[src/rtl/loop_sched_pkg.sv]
// Shared types and constants for the loop scheduler.
// Provides op codes, scheduler states and default sizes.
package definitions;

  localparam int unsigned PC_WIDTH_DEF    = 16;
  localparam int unsigned STACK_DEPTH_DEF = 8;
  localparam int unsigned INSTR_W         = 9;
  localparam int unsigned DATA_W          = 8;

  typedef enum logic [INSTR_W-1:0] {
    NOP   = 9'h000,
    INC   = 9'h001,
    DEC   = 9'h002,
    RIGHT = 9'h003,
    LEFT  = 9'h004,
    OUTP  = 9'h005,
    INP   = 9'h006,
    CBF   = 9'h007,
    CBB   = 9'h008
  } op_code;

  typedef enum logic [1:0] {
    RUN  = 2'd0,
    SKIP = 2'd1,
    ERR  = 2'd2
  } sched_state_t;

endpackage

[src/rtl/loop_sched_if.sv]
// Fetch/datapath-facing bundle of the loop scheduler.
// master: scheduler side (en/instruction/mem_read in; pc/stall/depth/err out).
interface loop_sched_if
  import definitions::*;
#(
  parameter int unsigned PCWidth    = PC_WIDTH_DEF,
  parameter int unsigned StackDepth = STACK_DEPTH_DEF
);

  logic                          en;
  logic [INSTR_W-1:0]            instruction;
  logic [DATA_W-1:0]             mem_read;
  logic [PCWidth-1:0]            pc;
  logic                          stall;
  logic [$clog2(StackDepth):0]   depth;
  logic                          err;

  modport master (
    input  en,
    input  instruction,
    input  mem_read,
    output pc,
    output stall,
    output depth,
    output err
  );

  modport slave (
    output en,
    output instruction,
    output mem_read,
    input  pc,
    input  stall,
    input  depth,
    input  err
  );

endinterface

[src/rtl/loop_sched_stack.sv]
// Register LIFO of loop-body start addresses.
// Ports: push/pop/push_data in; top/depth/full/empty out.
module loop_stack
  import definitions::*;
#(
  parameter int unsigned Width = PC_WIDTH_DEF,
  parameter int unsigned Depth = STACK_DEPTH_DEF
) (
  input  logic                       clk,
  input  logic                       reset,
  input  logic                       push,
  input  logic                       pop,
  input  logic [Width-1:0]           push_data,
  output logic [Width-1:0]           top,
  output logic [$clog2(Depth):0]     depth,
  output logic                       full,
  output logic                       empty
);

  localparam int unsigned AW = $clog2(Depth);
  localparam int unsigned DW = AW + 1;

  logic [Width-1:0] mem_q [Depth];
  logic [Width-1:0] mem_d [Depth];
  logic [DW-1:0]    depth_q;
  logic [DW-1:0]    depth_d;
  logic [AW-1:0]    wr_idx;
  logic [AW-1:0]    rd_idx;

  assign full   = (depth_q == DW'(Depth));
  assign empty  = (depth_q == '0);
  assign wr_idx = depth_q[AW-1:0];
  // Wraps to the last slot when full, which is the newest entry.
  assign rd_idx = wr_idx - 1'b1;
  assign top    = mem_q[rd_idx];
  assign depth  = depth_q;

  always_comb begin
    mem_d   = mem_q;
    depth_d = depth_q;
    if (push && !full) begin
      mem_d[wr_idx] = push_data;
      depth_d       = depth_q + 1'b1;
    end else if (pop && !empty) begin
      depth_d = depth_q - 1'b1;
    end
  end

  always_ff @(posedge clk or negedge reset) begin
    if (!reset) begin
      depth_q <= '0;
      mem_q   <= '{default: '0};
    end else begin
      depth_q <= depth_d;
      mem_q   <= mem_d;
    end
  end

endmodule

[src/rtl/loop_sched.sv]
// PC sequencer for CBF/CBB loop brackets with a loop stack.
// Ports: clk, reset (async, active low), bus (loop_sched_if.master).
module loop_sched
  import definitions::*;
#(
  parameter int unsigned PCWidth    = PC_WIDTH_DEF,
  parameter int unsigned StackDepth = STACK_DEPTH_DEF
) (
  input  logic              clk,
  input  logic              reset,
  loop_sched_if.master      bus
);

  localparam int unsigned DW = $clog2(StackDepth) + 1;

  localparam logic [1:0] S_RUN  = RUN;
  localparam logic [1:0] S_SKIP = SKIP;
  localparam logic [1:0] S_ERR  = ERR;

  localparam logic [PCWidth-1:0] SkipMax = '1;

  logic [PCWidth-1:0] pc_q;
  logic [PCWidth-1:0] pc_d;
  logic [1:0]         state_q;
  logic [1:0]         state_d;
  logic [PCWidth-1:0] skip_q;
  logic [PCWidth-1:0] skip_d;

  logic               push;
  logic               pop;
  logic [PCWidth-1:0] top;
  logic [DW-1:0]      depth;
  logic               full;
  logic               empty;

  logic               is_cbf;
  logic               is_cbb;
  logic               mem_nz;
  logic [PCWidth-1:0] pc_inc;

  assign is_cbf = (bus.instruction == CBF);
  assign is_cbb = (bus.instruction == CBB);
  assign mem_nz = |bus.mem_read;
  assign pc_inc = pc_q + 1'b1;

  loop_stack #(
    .Width (PCWidth),
    .Depth (StackDepth)
  ) u_stack (
    .clk       (clk),
    .reset     (reset),
    .push      (push),
    .pop       (pop),
    .push_data (pc_inc),
    .top       (top),
    .depth     (depth),
    .full      (full),
    .empty     (empty)
  );

  always_comb begin
    pc_d    = pc_q;
    state_d = state_q;
    skip_d  = skip_q;
    push    = 1'b0;
    pop     = 1'b0;
    if (bus.en) begin
      case (state_q)
        S_RUN: begin
          unique case (1'b1)
            is_cbf: begin
              if (!mem_nz) begin
                state_d = S_SKIP;
                skip_d  = PCWidth'(1);
                pc_d    = pc_inc;
              end else if (full) begin
                state_d = S_ERR;
              end else begin
                push = 1'b1;
                pc_d = pc_inc;
              end
            end
            is_cbb: begin
              if (empty) begin
                state_d = S_ERR;
              end else if (mem_nz) begin
                // Jump straight into the body; CBF is not re-run.
                pc_d = top;
              end else begin
                pop  = 1'b1;
                pc_d = pc_inc;
              end
            end
            default: pc_d = pc_inc;
          endcase
        end
        S_SKIP: begin
          pc_d = pc_inc;
          unique case (1'b1)
            is_cbf: begin
              if (skip_q != SkipMax) begin
                skip_d = skip_q + 1'b1;
              end
            end
            is_cbb: begin
              if (skip_q > PCWidth'(1)) begin
                skip_d = skip_q - 1'b1;
              end else begin
                skip_d  = '0;
                state_d = S_RUN;
              end
            end
            default: ;
          endcase
        end
        default: ;
      endcase
    end
  end

  always_ff @(posedge clk or negedge reset) begin
    if (!reset) begin
      pc_q    <= '0;
      state_q <= S_RUN;
      skip_q  <= '0;
    end else begin
      pc_q    <= pc_d;
      state_q <= state_d;
      skip_q  <= skip_d;
    end
  end

  assign bus.pc    = pc_q;
  assign bus.stall = (state_q != S_RUN);
  assign bus.err   = (state_q == S_ERR);
  assign bus.depth = depth;

endmodule

[src/flat_wrapper.sv]
// flat-port wrapper written by rule: the top's interface ports become plain ports
module loop_sched_flat import definitions::*;
#(
  parameter int unsigned PCWidth    = PC_WIDTH_DEF,
  parameter int unsigned StackDepth = STACK_DEPTH_DEF
)
  (clk, reset, bus_en, bus_instruction, bus_mem_read, bus_pc, bus_stall, bus_depth, bus_err);
  loop_sched_if #(.PCWidth(PCWidth), .StackDepth(StackDepth)) bus_i ();
  input  logic clk;
  input  logic reset;
  input wire logic [$bits(bus_i.en)-1:0] bus_en;
  input wire logic [$bits(bus_i.instruction)-1:0] bus_instruction;
  input wire logic [$bits(bus_i.mem_read)-1:0] bus_mem_read;
  output wire logic [$bits(bus_i.pc)-1:0] bus_pc;
  output wire logic [$bits(bus_i.stall)-1:0] bus_stall;
  output wire logic [$bits(bus_i.depth)-1:0] bus_depth;
  output wire logic [$bits(bus_i.err)-1:0] bus_err;
  assign bus_i.en = bus_en;
  assign bus_i.instruction = bus_instruction;
  assign bus_i.mem_read = bus_mem_read;
  assign bus_pc = bus_i.pc;
  assign bus_stall = bus_i.stall;
  assign bus_depth = bus_i.depth;
  assign bus_err = bus_i.err;
  loop_sched #(.PCWidth(PCWidth), .StackDepth(StackDepth)) u_core (.clk(clk), .reset(reset), .bus(bus_i));
endmodule
[config.mk]
export PLATFORM = sky130hd
export DESIGN_NAME = loop_sched_flat
export DESIGN_NICKNAME = d
export VERILOG_FILES = /design/src/rtl/loop_sched_pkg.sv /design/src/rtl/loop_sched_if.sv /design/src/rtl/loop_sched_stack.sv /design/src/rtl/loop_sched.sv /design/src/flat_wrapper.sv
export SDC_FILE = /design/constraint.sdc
export NUM_CORES = 1
export LEC_CHECK = 0
export CORE_MARGIN = 2
export CORE_UTILIZATION = 40
export DETAILED_ROUTE_END_ITERATION = 6
export GPL_TIMING_DRIVEN = 0
export PLACE_DENSITY = 0.68
export SLEW_MARGIN = 5
export SYNTH_ARGS = -nofsm -noshare
export SYNTH_HDL_FRONTEND = slang
export SYNTH_SLANG_ARGS = --single-unit
export TNS_END_PERCENT = 50
[constraint.sdc]
create_clock -name clk -period 4.3 [get_ports clk]
set_input_delay 0.86 -clock clk [delete_from_list [all_inputs] [get_ports clk]]
set_output_delay 0.86 -clock clk [all_outputs]
set_load 0.01 [all_outputs]
# Word-level counts from Yosys, hierarchy flattened
# Index checks and enable logic that the tools add are counted.
dict set report totals {
  ramBits 0
  latch_bits 0
  reg_bits 166
  out_inout_bits 22
  rom_bits 0
  elab_cells 92
  mem_count 0
  input_bits 20
}
dict set report classes {
  shifts 0
  bitwise 2
  n_reduce_logical 14
  multipliers 0
  muxes 37
  n_eq_ne 17
  add_sub_neg 6
  div 0
  magnitude_cmp 4
}
# operator count
set op_table {}
lappend op_table {{16-bit 2-to-1 mux} 11}
lappend op_table {{128-bit bitwise mux} 1}
lappend op_table {{16-bit case mux with 2 select lines} 4}
lappend op_table {{16-bit binary-select mux with 3-bit select} 1}
lappend op_table {{16-bit demux with 3-bit select} 1}
lappend op_table {{16-bit by 1-bit adder with 16-bit output (second input constant)} 2}
lappend op_table {{16-bit by 1-bit > comparator with 1-bit output (second input constant)} 1}
lappend op_table {{16-bit != test (second input constant)} 1}
lappend op_table {{16-bit by 1-bit subtractor with 16-bit output (second input constant)} 1}
lappend op_table {{1-bit 2-to-1 mux} 10}
lappend op_table {{2-bit 2-to-1 mux} 5}
lappend op_table {{9-bit by 3-bit equality test with 1-bit output (second input constant)} 1}
lappend op_table {{9-bit by 4-bit equality test with 1-bit output (second input constant)} 1}
lappend op_table {{3-bit != test (second input constant)} 3}
lappend op_table {{4-bit greater-or-equal comparator (second input constant)} 2}
lappend op_table {{4-bit 2-to-1 mux} 2}
lappend op_table {{4-bit != test (second input constant)} 2}
lappend op_table {{3-bit NOT with 4-bit output} 2}
lappend op_table {{2-bit case mux with 2 select lines} 2}
lappend op_table {{8-bit OR reduction} 1}
lappend op_table {{7-bit AND reduction} 1}
lappend op_table {{3-bit by 1-bit != test with 1-bit output (second input constant)} 2}
lappend op_table {{6-bit AND reduction} 1}
lappend op_table {{2-bit nonzero test} 3}
lappend op_table {{other kinds (14)} 19}

# Longest topological paths before layout
# Gate-level depths: netlist of run 1.
dict set report depth {
  word_depth 9
  depth_mapped 13
  mapped_depth_nobuf 11
}

# By module
# A second synthesis of run 1 with hierarchy kept.
dict set report hier_totals {
  cells_unflattened 712
  hier_area_um2 9271.4
}
# module seq_area_each_um2 cells_per_inst area_each_um2 n_inst
set by_module_without_submodules {}
lappend by_module_without_submodules {loop_stack 3303.2 369 6520.0 1}
lappend by_module_without_submodules {loop_sched 850.8 343 2751.4 1}

# Worst setup path after synthesis of run 1
# Ideal clock, no wire load.
dict set report synth_path {
  path_kind {reg2reg}
  from {register u_core.u_stack.depth_q[0] (netlist: u_core.u_stack.depth[0])}
  to {register u_core.u_stack.depth_q[3] (netlist: u_core.u_stack.depth[3])}
  setup_slack_ps 1376
  synth_period_minus_slack_ps 2924
  arrival_time_ps 2791
  required_ps 4167
  setup_time_ps 133
  stages_incl_launch_ff 14
  path_cell_list {dfrtp_1 -> buf_2 -> buf_2 -> inv_1 -> ha_1 -> nor2b_1 -> a211oi_1 -> nand2_1 -> ha_1 -> a21o_1 -> a21oi_1 -> mux2i_1 -> nand2_1 -> xnor2_1}
}
dict set report synth_via {
  elab_chain_len 8
  word_cells_on_any_way 20
}
# item line
set synth_rtl {}
lappend synth_rtl {{start: declaration} loop_sched_stack.sv:25} ;# logic [DW-1:0] depth_q;
lappend synth_rtl {{start signal: assignment} loop_sched_stack.sv:54} ;# depth_q <= depth_d;
lappend synth_rtl {{4-bit equality test} loop_sched_stack.sv:30} ;# assign full = (depth_q == DW'(Depth));
lappend synth_rtl {{1-bit 2-to-1 mux} loop_sched.sv:76} ;# end else if (full) begin
lappend synth_rtl {{1-bit 2-to-1 mux} loop_sched.sv:72} ;# if (!mem_nz) begin
lappend synth_rtl {{1-bit 2-to-1 mux} loop_sched.sv:70} ;# unique case (1'b1)
lappend synth_rtl {{1-bit 2-to-1 mux} loop_sched.sv:68} ;# case (state_q)
lappend synth_rtl {{1-bit 2-to-1 mux} loop_sched.sv:67} ;# if (bus.en) begin
lappend synth_rtl {{1-bit logical AND} loop_sched_stack.sv:41} ;# if (push && !full) begin
lappend synth_rtl {{4-bit 2-to-1 mux or 2-bit nonzero test (tied branches)} -}
# Parallel ways exist; a longest one is shown, timed or not. The select of a mux whose other input is x is not followed.
# A chain may end at the register's enable or synchronous reset.

# Worst setup path after layout of run 1
dict set report layout_path {
  from {register u_core.u_stack.depth_q[0] (netlist: u_core.u_stack.depth[0])}
  to {register u_core.pc_q[11] (netlist: u_core.bus.pc[11])}
}
dict set report layout_via {
  elab_chain_len 9
  word_cells_on_any_way 14
}
# item line
set layout_rtl {}
lappend layout_rtl {{3-bit by 1-bit subtractor with 3-bit output} loop_sched_stack.sv:34} ;# assign rd_idx = wr_idx - 1'b1;
lappend layout_rtl {{3-bit NOT with 4-bit output (not written as such)} loop_sched_stack.sv:35} ;# assign top = mem_q[rd_idx];
lappend layout_rtl {{16-bit binary-select mux with 3-bit select} loop_sched_stack.sv:35}
lappend layout_rtl {{16-bit 2-to-1 mux (not written as such) (2 in series)} loop_sched_stack.sv:35}
lappend layout_rtl {{16-bit 2-to-1 mux} loop_sched.sv:86} ;# end else if (mem_nz) begin
lappend layout_rtl {{16-bit 2-to-1 mux} loop_sched.sv:84} ;# if (empty) begin
lappend layout_rtl {{16-bit case mux with 2 select lines} loop_sched.sv:70}
lappend layout_rtl {{16-bit case mux with 2 select lines} loop_sched.sv:68}
lappend layout_rtl {{end signal: assignment} loop_sched.sv:127} ;# pc_q <= pc_d;
lappend layout_rtl {{end: declaration} loop_sched.sv:22} ;# logic [PCWidth-1:0] pc_q;
# Parallel ways exist; a longest one is shown, timed or not. The select of a mux whose other input is x is not followed.

==> results of run 1 <==
## power breakdown
group / internal, W / switching (W) / total [W]
combinational: 0.0000468 / 0.0000705 / 0.000117
clock: 0.000773 / 0.000707 / 0.00148
sequential: 0.00157 / 0.00000947 / 0.00158
## cell type report
cell class	instances	area, sq um	share of cell area
sequential	166	4150	0.418
multi-input combinational	595	4140	0.417
timing repair buffer	42	443	0.0446
clock buffer	17	425	0.0428
tap	275	344	0.0346
buffer	50	249	0.0251
clock inverter	15	150	0.0151
inverter	8	30.0	0.00302
## kinds of logic after synthesis
kind of cell,share of synthesized area
AOI/OAI and AO/OA,0.147
xor gates and xnor gates,0.0204
adders and majority gates,0.0126
buffers and inverters,0.0325
DFF,0.485
muxes,0.140
and+or+nand+nor,0.162
## how the worst max path moves through the flow
stage | from | end
floorplan | u_core.u_stack.depth[0] | u_core.u_stack.depth[3]
global placement | reset | u_core.bus.pc[6]
detailed placement | bus_instruction[0] | u_core.bus.pc[11]
CTS | u_core.u_stack.depth[0] | u_core.bus.pc[11]
global route | u_core.u_stack.depth[0] | u_core.u_stack.depth[3]
finish | u_core.u_stack.depth[0] | u_core.bus.pc[11]
## metal layers
| metal | up-vias | global-route usage | share of wire |
|---|---|---|---|
| li1 | 3081 | - | - |
| met3 | 30 | 0.0324 | 0.037 |
| met4 | 0 | 0.0599 | 0.018 |
| met5 | - | 0 | 0 |
| met2 | 151 | 0.341 | 0.50 |
| met1 | 3340 | 0.259 | 0.44 |
## sequential cells by signal, indices dropped and copies added, names as in the netlist
| register | count |
|---|---|
| u_core.bus.pc | 16 |
| u_core.skip_q | 16 |
| u_core.state_q | 2 |
| u_core.u_stack.depth | 4 |
| u_core.u_stack.mem_q | 128 |
## through the flow
step	hold slack, ns	std cells	setup WS [ns]	total power (W)
after global placement	0.457	1135	-4.61	0.00172
after detailed placement	0.465	1136	0.730	0.00173
final	0.385	1168	0.897	0.00317
after CTS	0.407	1168	0.847	0.00320
after floorplan	0.445	819	1.38	0.00164
after global routing	0.416	1168	0.667	0.00328
## cell usage in the layout, fill, tap and decap left out, types with 8 or more instances in the layout
cell type,n
clkbuf_1,27
clkbuf_16,17
nor2_1,31
nor3_1,16
o21ai_0,138
clkdlybuf4s50_1,40
nand2_1,164
o21ai_2,9
xnor2_1,13
mux2_2,13
a21oi_1,9
nand3_1,16
mux2_4,11
buf_2,15
mux4_2,32
mux2i_1,17
inv_1,8
dfrtp_1,166
==> flow_metrics.tcl, run 1 <==
set metrics [dict create \
    worstPathCellList "buf_2 > buf_2 > inv_1 > ha_1 > clkbuf_1 > mux4_2 > mux2_2 > a21oi_1 > o21ai_0" \
    fin_util 0.473 \
    ys_top_cells_by_count "dfrtp_1, nand2_1, o21ai_0" \
    crit_top_cell "buf_2" \
    synth_edf_count 0 \
    layout_min_cycle_time_ns 3.40 \
    fin_tns_setup_ns 0 \
    rsz0062_at_grt "no" \
    timing.critical_path.buf_inv 4 \
    drtIter0Drc 419 \
    place_congestion 0.837 \
    postCtsSetupRepairBufs 0 \
    grt_max_degree 94 \
    reg2reg_from "u_core.u_stack.depth[0]" \
    async_reset_ff_frac 1.00 \
    antenna_found_initial 0 \
    r2r-end "u_core.bus.pc[11]" \
    skew_ns 0.0189 \
    grt_usage 0.199 \
    syn_area_sq_um 8570 \
    cts_tree "done" \
    cp_num_cells 9 \
    arrival_ns 3.71 \
    synth.distinct_cells 79 \
    drive_gt1_frac 0.165 \
    grt_pass1_vias 6523 \
    syn2layout_area_growth_pct 15.9 \
    ant_nets 0 \
    r2r_slack_ns 0.90 \
    clockBufferDepth 2 \
    critical_path_class "reg2reg" \
    wl_per_cell_um 18.2 \
    die_height_um 150 \
    vias_per_cell 5.65 \
    fin_nets 908 \
    hold_path.class "in2async" \
    crit_family "buffers and inverters" \
    synthCells 819 \
    insertion_delay_ns 0.43 \
    drv_cap 0 \
    hold_buffers 0 \
    dp_hpwl_mm 15.3 \
    final_cell_area_sq_um 9930 \
    synth_warnings 0 \
    critPathSlowestCell "clkbuf_1" \
    core_area_sq_um 21000 \
    port_buffers 41 \
    ir_drop_uv 229 \
    clk_pin_slew_worst_paths_ns 0.08 \
    start_util 0.408 \
    cts_made_buffers 17 \
    crit_path_max_incr_delay_ns 0.65 \
    clock.fmax_mhz 294 \
    max_slew.worst_pin.slew_ns 1.06 \
    yosysSeqAreaShare 0.485 \
    post_dp_cell_area_sq_um 9360 \
    synth.most_common_cell "dfrtp_1" \
    yosys-top-cells-area "dfrtp_1, mux4_2, o21ai_0" \
    die_w_um 150 \
    firstDrtPassIters 6 \
    finalCritPeriodShare 0.791 \
    start_kind "register" \
    rr_worst_depth 9 \
    drc_errors 0 \
    status "finished, final reports clean" \
    syn_area_per_cell_sq_um 10.5 \
    nFillCells 1931 \
    clock_sinks 166 \
    synth_fp_nets 847 \
    drt_wl_total_mm 21.2 \
    relSlewSlack 0.287 \
    yosys.area.top_type "dfrtp_1" \
    htreeDepth 4 \
    end_kind "register" \
    cts-root-buf "clkbuf_16" \
    dieArea_sq_um 22600 \
    cp_max_fo 10 \
    synth_seq_cells 166 \
    grt_pass1_wl_mm 34.7 \
    p_leak_nw 4.03 \
    row_count 53 \
    required_ns 4.61 \
    cts_resized 0 \
    synth_ff_type "dfrtp_1" \
    grt_overflow 0 \
    finalHoldViolations 0 \
    yosysTopAreaCellShare 0.485 \
    diodes 0 \
    p_per_area_nw_per_um2 319 \
    report.final.slew_viol_count 0 \
    num_io_pins 42 \
    via_count 6602 \
    setup_viol 0 \
]
(Power assumes the default switching activity.)
==> inputs of run 2 (changes only) <==
clock period = 3.2 ns   (was 4.3 ns; I/O delays follow)
==> flow_metrics.tcl, run 2 (synthesis gave the netlist of run 1 again) <==
set metrics [dict create \
    end_kind "register" \
    p_per_area_nw_per_um2 428 \
    firstDrtPassIters 5 \
    diodes 0 \
    clockBufferDepth 2 \
    largest_reg_flops 128 \
    cp_max_fo 10 \
    grt_usage 0.199 \
    crit_path_max_incr_delay_ns 0.41 \
    hold_buffers 0 \
    hold_path.class "in2async" \
    fin_tns_setup_ns 0 \
    report.final.slew_viol_count 0 \
    crit_family "compound AO/OA/AOI/OAI gates" \
    vias_per_cell 5.63 \
    drtIter0Drc 408 \
    grt_pass1_wl_mm 34.7 \
    dp_hpwl_mm 15.3 \
    setup_viol 0 \
    finalHoldViolations 0 \
    place_congestion 0.837 \
    relSlewSlack 0.292 \
    layout_min_cycle_time_ns 2.94 \
    row_count 53 \
    dp_slack_ns -0.216 \
    drc_errors 0 \
    cts_tree "done" \
    nFillCells 1932 \
    drt_wl_total_mm 21.2 \
    clock.fmax_mhz 340 \
    final_cell_mix "dfrtp_1, nand2_1, o21ai_0" \
    htreeDepth 4 \
    via_count 6581 \
    rsz0062_at_grt "no" \
    die_w_um 150 \
    post_dp_cell_area_sq_um 9360 \
    die_height_um 150 \
    insertion_delay_ns 0.43 \
    finalCritPeriodShare 0.919 \
    ir_drop_uv 307 \
    clk_pin_slew_worst_paths_ns 0.07 \
    timing.critical_path.buf_inv 3 \
    grt_overflow 0 \
    wl_per_cell_um 18.2 \
    top_register "u_core.u_stack.mem_q" \
    ant_nets 0 \
    start_util 0.408 \
    num_io_pins 42 \
    max_slew.worst_pin.slew_ns 1.05 \
    fin_ws_ns 0.260 \
    core_area_sq_um 21000 \
    cts-root-buf "clkbuf_16" \
    skew_ns 0.0162 \
    status "finished, final reports clean" \
    dieArea_sq_um 22600 \
    antenna_found_initial 0 \
    start_kind "register" \
    arrival_ns 3.25 \
    grt_pass1_vias 6521 \
    worstPathCellList "buf_6 > buf_8 > inv_1 > ha_1 > nor2b_1 > a211oi_1 > nand2_1 > ha_1 > a21o_1 > a21oi_1 > mux2i_1 > nand2_1 > xnor2_1" \
    fin_nets 908 \
    clock_sinks 166 \
    critPathSlowestCell "dfrtp_1" \
    critical_path_class "reg2reg" \
    syn2layout_area_growth_pct 16.1 \
    required_ns 3.51 \
    p_leak_nw 4.04 \
    final_cell_area_sq_um 9950 \
    drv_cap 0 \
    mostFrequentLayoutCell "dfrtp_1" \
    drive_gt1_frac 0.167 \
    port_buffers 41 \
    cts_made_buffers 17 \
    grt_max_degree 94 \
]
-- run 2: cell count changes in the layout (fill, tap and decap cells not counted) --
cell      change
clkbuf_1      -2
clkbuf_2      +2
buf_6         +1
buf_2         -2
buf_8         +1
-- run 2: metrics by stage --
| step | total power, W | hold slack, ns | util | std cells |
|---|---|---|---|---|
| 4_1_cts | 0.00430 | 0.187 | 0.473 | 1168 |
| 3_5_place_dp | 0.00232 | 0.465 | 0.445 | 1136 |
| 3_3_place_gp | 0.00231 | 0.457 | 0.444 | 1135 |
| 6_report | 0.00426 | 0.154 | 0.473 | 1168 |
| 2_1_floorplan | 0.00221 | 0.344 | - | 819 |
| 5_1_grt | 0.00441 | 0.196 | 0.473 | 1168 |
-- run 2: layout make-up --
type | instances | area (sq um) | share of cell area
well taps | 275 | 344 | 0.0346
repair buffers | 42 | 443 | 0.0445
multi-input cells | 595 | 4140 | 0.416
clock inverters | 15 | 150 | 0.0151
plain buffers | 50 | 268 | 0.0269
inverters | 8 | 30.0 | 0.00302
flip-flops and latches | 166 | 4150 | 0.417
clock buffers | 17 | 425 | 0.0427
-- run 2: path summary, 6_finish.rpt --
| kind | depth (start not counted) | from | end | slack (ns) |
|---|---|---|---|---|
| setup / recovery | 13 | u_core.u_stack.depth[0] | u_core.u_stack.depth[3] | 0.26 |
| hold / removal | 1 | reset | u_core.skip_q[12] | 0.15 |
| setup reg to reg | 13 | u_core.u_stack.depth[0] | u_core.u_stack.depth[3] | 0.26 |
| hold reg to reg | 2 | u_core.u_stack.mem_q[92] | u_core.u_stack.mem_q[92] | 0.48 |
| max in group asynchronous | 2 | reset | u_core.u_stack.mem_q[70] | 2.15 |
| min in group clk | 2 | u_core.u_stack.mem_q[92] | u_core.u_stack.mem_q[92] | 0.48 |
-- run 2: repair_timing --
action                                 CTS  global route
resized for setup                        4             3
buffers inserted                         0             0
endpoints found under the hold margin    0             0
gates cloned                             0             0
setup endpoints to repair               57            21
-- run 2: per-layer routing --
metal  vias up  routed length [um]  track usage  share of wire
met5         -                   0            0              0
met4         0                 392       0.0623          0.018
li1       3080                   -            -              -
met3        29                 896       0.0324          0.042
met1      3320                9330        0.258           0.44
met2       152               10600        0.341           0.50
-- run 2: worst reg2reg max path: cells and delay by family, from the launching register on --
kind | cells | cell delay [ns]
adder cells (fa/ha/maj) | 2 | 0.58
AND/OR/NAND/NOR | 3 | 0.40
buffers and inverters | 3 | 0.48
XOR/XNOR | 1 | 0.13
multiplexers | 1 | 0.20
flip-flops | 1 | 0.41
AO/OA/AOI/OAI | 3 | 0.62
-- run 2: power by group --
| group | switching [W] | internal, W | total (W) | leakage, nW |
|---|---|---|---|---|
| registers | 0.0000128 | 0.00211 | 0.00212 | 2.27 |
| clock network | 0.000949 | 0.00104 | 0.00199 | 0.285 |
| logic | 0.0000951 | 0.0000629 | 0.000158 | 1.49 |
